<file path="src/rtl/tlul_pkg.sv">
// tlul_pkg: minimal TL-UL types shared by hosts, devices and the crossbar.
package tlul_pkg;
  localparam int TL_AW  = 32;
  localparam int TL_DW  = 32;
  localparam int TL_AIW = 8;
  localparam int TL_DIW = 1;
  localparam int TL_DBW = TL_DW / 8;
  localparam int TL_SZW = 2;
  typedef enum logic [2:0] {
    PutFullData    = 3'h0,
    PutPartialData = 3'h1,
    Get            = 3'h4
  } tl_a_op_e;
  typedef enum logic [2:0] {
    AccessAck     = 3'h0,
    AccessAckData = 3'h1
  } tl_d_op_e;
  typedef struct packed {
    logic [4:0] rsvd;
    logic [3:0] instr_type;
    logic [6:0] cmd_intg;
    logic [6:0] data_intg;
  } tl_a_user_t;
  // instr_type 4'h9 marks a data (non-instruction) access
  localparam tl_a_user_t TL_A_USER_DEFAULT = '{rsvd: '0, instr_type: 4'h9, cmd_intg: '0, data_intg: '0};
  typedef struct packed {
    logic              a_valid;
    tl_a_op_e          a_opcode;
    logic [2:0]        a_param;
    logic [TL_SZW-1:0] a_size;
    logic [TL_AIW-1:0] a_source;
    logic [TL_AW-1:0]  a_address;
    logic [TL_DBW-1:0] a_mask;
    logic [TL_DW-1:0]  a_data;
    tl_a_user_t        a_user;
    logic              d_ready;
  } tl_h2d_t;
  typedef struct packed {
    logic              d_valid;
    tl_d_op_e          d_opcode;
    logic [2:0]        d_param;
    logic [TL_SZW-1:0] d_size;
    logic [TL_AIW-1:0] d_source;
    logic [TL_DIW-1:0] d_sink;
    logic [TL_DW-1:0]  d_data;
    logic              d_error;
    logic              a_ready;
  } tl_d2h_t;
endpackage

</file>
<file path="src/rtl/tlul_mem_initiator_if.sv">
// tlul_mem_initiator_if: simple req/gnt memory port; master drives requests, slave answers.
interface tlul_mem_initiator_if;
  logic        req;
  logic        gnt;
  logic        we;
  logic [31:0] addr;
  logic [31:0] wdata;
  logic [3:0]  be;
  logic        rvalid;
  logic [31:0] rdata;
  logic        err;
  logic        busy;
  modport master (output req, we, addr, wdata, be, input gnt, rvalid, rdata, err, busy);
  modport slave (input req, we, addr, wdata, be, output gnt, rvalid, rdata, err, busy);
endinterface

</file>
<file path="src/rtl/tlul_mem_initiator_resp.sv">
// tlul_mem_initiator_resp: registers a D beat into a one-cycle rvalid/rdata/err response.
module tlul_mem_initiator_resp (
  input  logic        clk_i,
  input  logic        rst_ni,
  input  logic        d_valid_i,
  input  logic [31:0] d_data_i,
  input  logic        d_err_i,
  output logic        rvalid_o,
  output logic [31:0] rdata_o,
  output logic        err_o
);
  logic        rvalid_q;
  logic [31:0] rdata_q;
  logic        err_q;
  always_ff @(posedge clk_i or negedge rst_ni) begin
    if (!rst_ni) begin
      rvalid_q <= 1'b0;
      rdata_q  <= '0;
      err_q    <= 1'b0;
    end else begin
      rvalid_q <= d_valid_i;
      rdata_q  <= d_valid_i ? d_data_i : '0;
      err_q    <= d_valid_i & d_err_i;
    end
  end
  assign rvalid_o = rvalid_q;
  assign rdata_o  = rdata_q;
  assign err_o    = err_q;
endmodule

</file>
<file path="src/rtl/tlul_mem_initiator.sv">
// tlul_mem_initiator: turns a req/gnt memory port into in-order TL-UL A requests and
// D-channel response pulses, tracking outstanding transactions and ordering errors.
module tlul_mem_initiator
  import tlul_pkg::*;
#(
  parameter int unsigned MaxOutstanding = 2,
  parameter int unsigned SourceW        = (MaxOutstanding > 1) ? $clog2(MaxOutstanding) : 1
) (
  input  logic    clk_i,
  input  logic    rst_ni,
  tlul_mem_initiator_if.slave mem,
  output tl_h2d_t tl_h_o,
  input  tl_d2h_t tl_h_i
);
  localparam int unsigned CntW = $clog2(MaxOutstanding + 1);
  logic [SourceW-1:0] src_q, src_d, exp_q, exp_d, step;
  logic [CntW-1:0]    cnt_q, cnt_d;
  logic               a_valid, gnt, d_acc, d_err;
  // source IDs wrap at MaxOutstanding; with a single slot they stay at 0
  assign step    = SourceW'(MaxOutstanding > 1);
  assign a_valid = mem.req && (cnt_q != CntW'(MaxOutstanding));
  assign gnt     = a_valid && tl_h_i.a_ready;
  assign d_acc   = tl_h_i.d_valid && (cnt_q != '0);
  assign d_err   = tl_h_i.d_error | (tl_h_i.d_source[SourceW-1:0] != exp_q) | (cnt_q == '0);
  always_comb begin
    src_d = gnt ? src_q + step : src_q;
    exp_d = d_acc ? exp_q + step : exp_q;
    cnt_d = (gnt && !d_acc) ? cnt_q + CntW'(1) : (!gnt && d_acc) ? cnt_q - CntW'(1) : cnt_q;
  end
  always_ff @(posedge clk_i or negedge rst_ni) begin
    if (!rst_ni) begin
      src_q <= '0;
      exp_q <= '0;
      cnt_q <= '0;
    end else begin
      src_q <= src_d;
      exp_q <= exp_d;
      cnt_q <= cnt_d;
    end
  end
  always_comb begin
    tl_h_o           = '0;
    tl_h_o.a_valid   = a_valid;
    tl_h_o.a_opcode  = !mem.we ? Get : (mem.be == 4'hF) ? PutFullData : PutPartialData;
    tl_h_o.a_size    = TL_SZW'(2);
    tl_h_o.a_source  = TL_AIW'(src_q);
    tl_h_o.a_address = {mem.addr[31:2], 2'b00};
    tl_h_o.a_mask    = mem.we ? mem.be : 4'hF;
    tl_h_o.a_data    = mem.wdata;
    tl_h_o.a_user    = TL_A_USER_DEFAULT;
    tl_h_o.d_ready   = 1'b1;
  end
  assign mem.gnt  = gnt;
  assign mem.busy = cnt_q != '0;
  tlul_mem_initiator_resp u_resp (
    .clk_i     (clk_i),
    .rst_ni    (rst_ni),
    .d_valid_i (tl_h_i.d_valid),
    .d_data_i  ((tl_h_i.d_opcode == AccessAckData) ? tl_h_i.d_data : 32'h0),
    .d_err_i   (d_err),
    .rvalid_o  (mem.rvalid),
    .rdata_o   (mem.rdata),
    .err_o     (mem.err)
  );
endmodule

</file>
<file path="src/flat_wrapper.sv">
// flat-port wrapper written by rule: the top's interface ports become plain ports
module tlul_mem_initiator_flat import tlul_pkg::*;
#(
  parameter int unsigned MaxOutstanding = 2,
  parameter int unsigned SourceW        = (MaxOutstanding > 1) ? $clog2(MaxOutstanding) : 1
)
  (clk_i, rst_ni, tl_h_o, tl_h_i, mem_req, mem_we, mem_addr, mem_wdata, mem_be, mem_gnt, mem_rvalid, mem_rdata, mem_err, mem_busy);
  tlul_mem_initiator_if mem_i ();
  input  logic clk_i;
  input  logic rst_ni;
  output tl_h2d_t tl_h_o;
  input  tl_d2h_t tl_h_i;
  input wire logic [$bits(mem_i.req)-1:0] mem_req;
  input wire logic [$bits(mem_i.we)-1:0] mem_we;
  input wire logic [$bits(mem_i.addr)-1:0] mem_addr;
  input wire logic [$bits(mem_i.wdata)-1:0] mem_wdata;
  input wire logic [$bits(mem_i.be)-1:0] mem_be;
  output wire logic [$bits(mem_i.gnt)-1:0] mem_gnt;
  output wire logic [$bits(mem_i.rvalid)-1:0] mem_rvalid;
  output wire logic [$bits(mem_i.rdata)-1:0] mem_rdata;
  output wire logic [$bits(mem_i.err)-1:0] mem_err;
  output wire logic [$bits(mem_i.busy)-1:0] mem_busy;
  assign mem_i.req = mem_req;
  assign mem_i.we = mem_we;
  assign mem_i.addr = mem_addr;
  assign mem_i.wdata = mem_wdata;
  assign mem_i.be = mem_be;
  assign mem_gnt = mem_i.gnt;
  assign mem_rvalid = mem_i.rvalid;
  assign mem_rdata = mem_i.rdata;
  assign mem_err = mem_i.err;
  assign mem_busy = mem_i.busy;
  tlul_mem_initiator #(.MaxOutstanding(MaxOutstanding), .SourceW(SourceW)) u_core (.clk_i(clk_i), .rst_ni(rst_ni), .mem(mem_i), .tl_h_o(tl_h_o), .tl_h_i(tl_h_i));
endmodule
</file>
<file path="config.mk">
export PLATFORM = sky130hd
export DESIGN_NAME = tlul_mem_initiator_flat
export DESIGN_NICKNAME = d
export VERILOG_FILES = /design/src/rtl/tlul_pkg.sv /design/src/rtl/tlul_mem_initiator_if.sv /design/src/rtl/tlul_mem_initiator_resp.sv /design/src/rtl/tlul_mem_initiator.sv /design/src/flat_wrapper.sv
export SDC_FILE = /design/constraint.sdc
export NUM_CORES = 1
export LEC_CHECK = 0
export CAP_MARGIN = 25
export CORE_AREA = 8 8 98 100
export CTS_BUF_LIST = sky130_fd_sc_hd__clkbuf_8
export DETAILED_ROUTE_END_ITERATION = 8
export DIE_AREA = 0 0 106 108
export PLACE_DENSITY = 0.89
export SYNTH_ARGS = -nofsm -noshare
export SYNTH_HDL_FRONTEND = slang
export SYNTH_SLANG_ARGS = --single-unit
export TNS_END_PERCENT = 5
</file>
<file path="constraint.sdc">
create_clock -name clk_i -period 3.07 [get_ports clk_i]
set_input_delay 0.614 -clock clk_i [delete_from_list [all_inputs] [get_ports clk_i]]
set_output_delay 0.614 -clock clk_i [all_outputs]
set_load 0.02 [all_outputs]
</file>
==> flow_summary.ini <==
[finish]
drive_gt1_share_pct = 10.5
nets = 353
area_delta_synth_final_pct = 23.4
diodes = 0
nFillCells = 832

[clocking]
cts.sinks = 38
clk_pin_slew_worst_paths_ns = 0.07
cts_setup_buffers = 0
htreeDepth = 2
ctsResizeCount = 0
cts_hold_buffers = 0
cts_tree = done
numCtsBuffers = 5
cts_buffer_depth = 2
clk_latency_ns = 0.28
cts_root_buf = clkbuf_8

[setup_path]
cp.required_ns = 2.46
cpMaxStageDelayCell = clkdlybuf4s50_1
critPathTopFamily = buffers and inverters
path_max_fanout = 5
end_kind = output pin
critPathBufInv = 3
path_depth = 4
r2r-start = u_core.cnt_q[0]
critical_path_arrival_ns = 2.07
critPathLaunchType = input port
crit_path_max_incr_delay_ns = 0.65
path_class = input port to output pin
timing.critical_path.mode_cell = clkdlybuf4s50_1
cp_cell_sequence = clkdlybuf4s50_1 -> inv_1 -> a41oi_1 -> clkdlybuf4s50_1
startpoint = mem_we
r2r_cells = 6

[power]
swShare_pct = 25.5
clkPwrFrac_pct = 36.3
irDropWorstVdd_uv = 250
p_sw_uw = 360
p_leak_nw = 1.23
seqPwrFrac_pct = 40.3
total_power_mw = 1.41
p_int_mw = 1.05
cellPowerDensity_mw_per_mm2 = 532
combPwrFrac_pct = 23.4

[timing]
fin_skew_ns = 0.000285
setup_violations = 0
relSlewSlack_pct = 45.1
timing.fmax_mhz = 373
hold_viol = 0
fin_ws_ns = 0.388
rsz0062_at_grt = false
period_needed_ns = 2.68
setup-tns-final_ns = 0
tightestPinTransition_ns = 0.823
finalMaxSlewViolations = 0
period_share_pct = 87.4

[global_routing]
grt_pass1_vias = 1366
overflow = 0
grt_max_degree = 39
antenna_found_initial = 1
grt_pass1_wl_um = 8670
track_usage_pct = 9.93

[synth]
synth-seq-area-share_pct = 44.3
synthesis.area_mm2 = 0.00215
netlist_instances = 200
post_synth.cell_area_avg_um2 = 10.7
ys_seq_elements = 38
synth.distinct_cells = 18
ys_warn_count = 0

[floorplanning]
initial_core_util_pct = 26.7
die_h_um = 108
rows = 33
io_pins = 269
core_area_mm2 = 0.00805
die_x_um = 106
dieArea_mm2 = 0.0114

[route]
drc_errors = 0
drt_iter0_drc = 9
routed_wl_um = 5900
first_pass_iters = 2
vias = 1185
vias_per_cell = 3.55
ant_nets = 0
wire_per_inst_um = 17.7

[place]
place_congestion = 0.749
post-place-ws_ns = 0.392
dpl.hpwl_um = 5160
io_buffers = 90

[run_status]
status = finished clean

[min_path]
hp-class = input port to async pin

[run]
drv_cap = 0
[cells in the mapped netlist (all sizes together)]
cell type,number,area share [%]
inv,1,0.17
nor2,1,0.17
ha,1,0.58
buf,106,38
nand2b,5,1.5
o21a,1,0.35
and4bb,1,0.76
or2,1,0.29
dfrtp,38,44
nand2,2,0.35
and2,33,10
xor2,3,1.2
a41oi,1,0.41
xnor2,3,1.2
conb,2,0.35
and3,1,0.35
[layout by cell type (no fill, tap or decap), drive strengths merged]
cell / n
nand2b: 5
and3: 1
or2: 1
bufinv: 2
conb: 39
xor2: 3
nand2: 2
inv: 1
clkdlybuf4s50: 89
clkbuf: 6
a41oi: 1
o21a: 1
dfrtp: 38
nor2: 1
and2: 33
ha: 1
and4bb: 1
buf: 1
xnor2: 3
[cell families after synthesis]
kind of cell	after synthesis	synth area share, %
AO/OA/AOI/OAI	2	0.758
AND/OR/NAND/NOR	44	13.8
adder cells (fa/ha/maj)	1	0.583
other	2	0.350
buffers and inverters	107	37.8
XOR/XNOR	6	2.45
flip-flops	38	44.3
[flip-flops by register name (all words and copies together) (netlist names)]
register and cells:
u_core.exp_q 1, u_core.u_resp.err_o 1, u_core.u_resp.rdata_o 32, u_core.cnt_q 2
u_core.src_q 1, u_core.u_resp.rvalid_o 1
[metal layers]
layer | global-route usage [%] | up-vias | routed length, um | part of all wire [%]
li1 | - | 517 | - | -
met1 | 8.02 | 507 | 1710 | 29
met2 | 15.5 | 137 | 2730 | 46
met3 | 9.76 | 22 | 1250 | 21
met4 | 5.53 | 2 | 201 | 3.4
met5 | 0 | - | 13 | 0.22
[worst paths after layout]
| kind | to | slack, ns |
|---|---|---|
| max in group asynchronous | u_core.u_resp.rdata_o[27] | 2.12 |
| min in group clk_i | u_core.exp_q | 0.49 |
| worst max register to register | u_core.cnt_q[1] | 1.54 |
| worst min register to register | u_core.exp_q | 0.49 |
| worst min-delay path | u_core.u_resp.rvalid_o | 0.43 |
| worst max-delay path | tl_h_o[105] | 0.39 |
[power by group through the flow]
stage	sequential [mW]	clock (mW)	combinational, mW
final	0.568	0.511	0.330
after global routing	0.573	0.551	0.359
after CTS	0.569	0.528	0.334
after detailed placement	0.578	0	0.333
after global placement	0.576	0	0.324
after floorplan	0.586	0	0.337
[area by class of cell]
class	count	area [um2]	share of cell area, %
Sequential cell	38	951	35.9
Timing Repair Buffer	90	896	33.8
Multi-Input combinational cell	92	523	19.8
Tap cell	105	131	4.96
Clock buffer	6	82.6	3.12
Clock inverter	2	60.1	2.27
Inverter	1	3.75	0.142
[worst register-to-register path: cells and delay by family (launching register included)]
| kind | cells | cell delay [ns] |
|---|---|---|
| xor gates and xnor gates | 2 | 0.30 |
| adders and majority gates | 1 | 0.21 |
| DFF | 1 | 0.41 |
| and+or+nand+nor | 3 | 0.53 |
[metrics by stage]
| step | cell area, um2 | cells | hold slack, ns | util, % |
|---|---|---|---|---|
| floorplan | 2280 | 237 | 0.318 | - |
| global placement | 2500 | 326 | 0.459 | 31.1 |
| detailed placement | 2500 | 326 | 0.486 | 31.1 |
| CTS | 2650 | 334 | 0.452 | 32.9 |
| global route | 2650 | 334 | 0.488 | 32.9 |
| finish | 2650 | 334 | 0.427 | 32.9 |
Note: power is estimated with default switching activity, not from simulation.
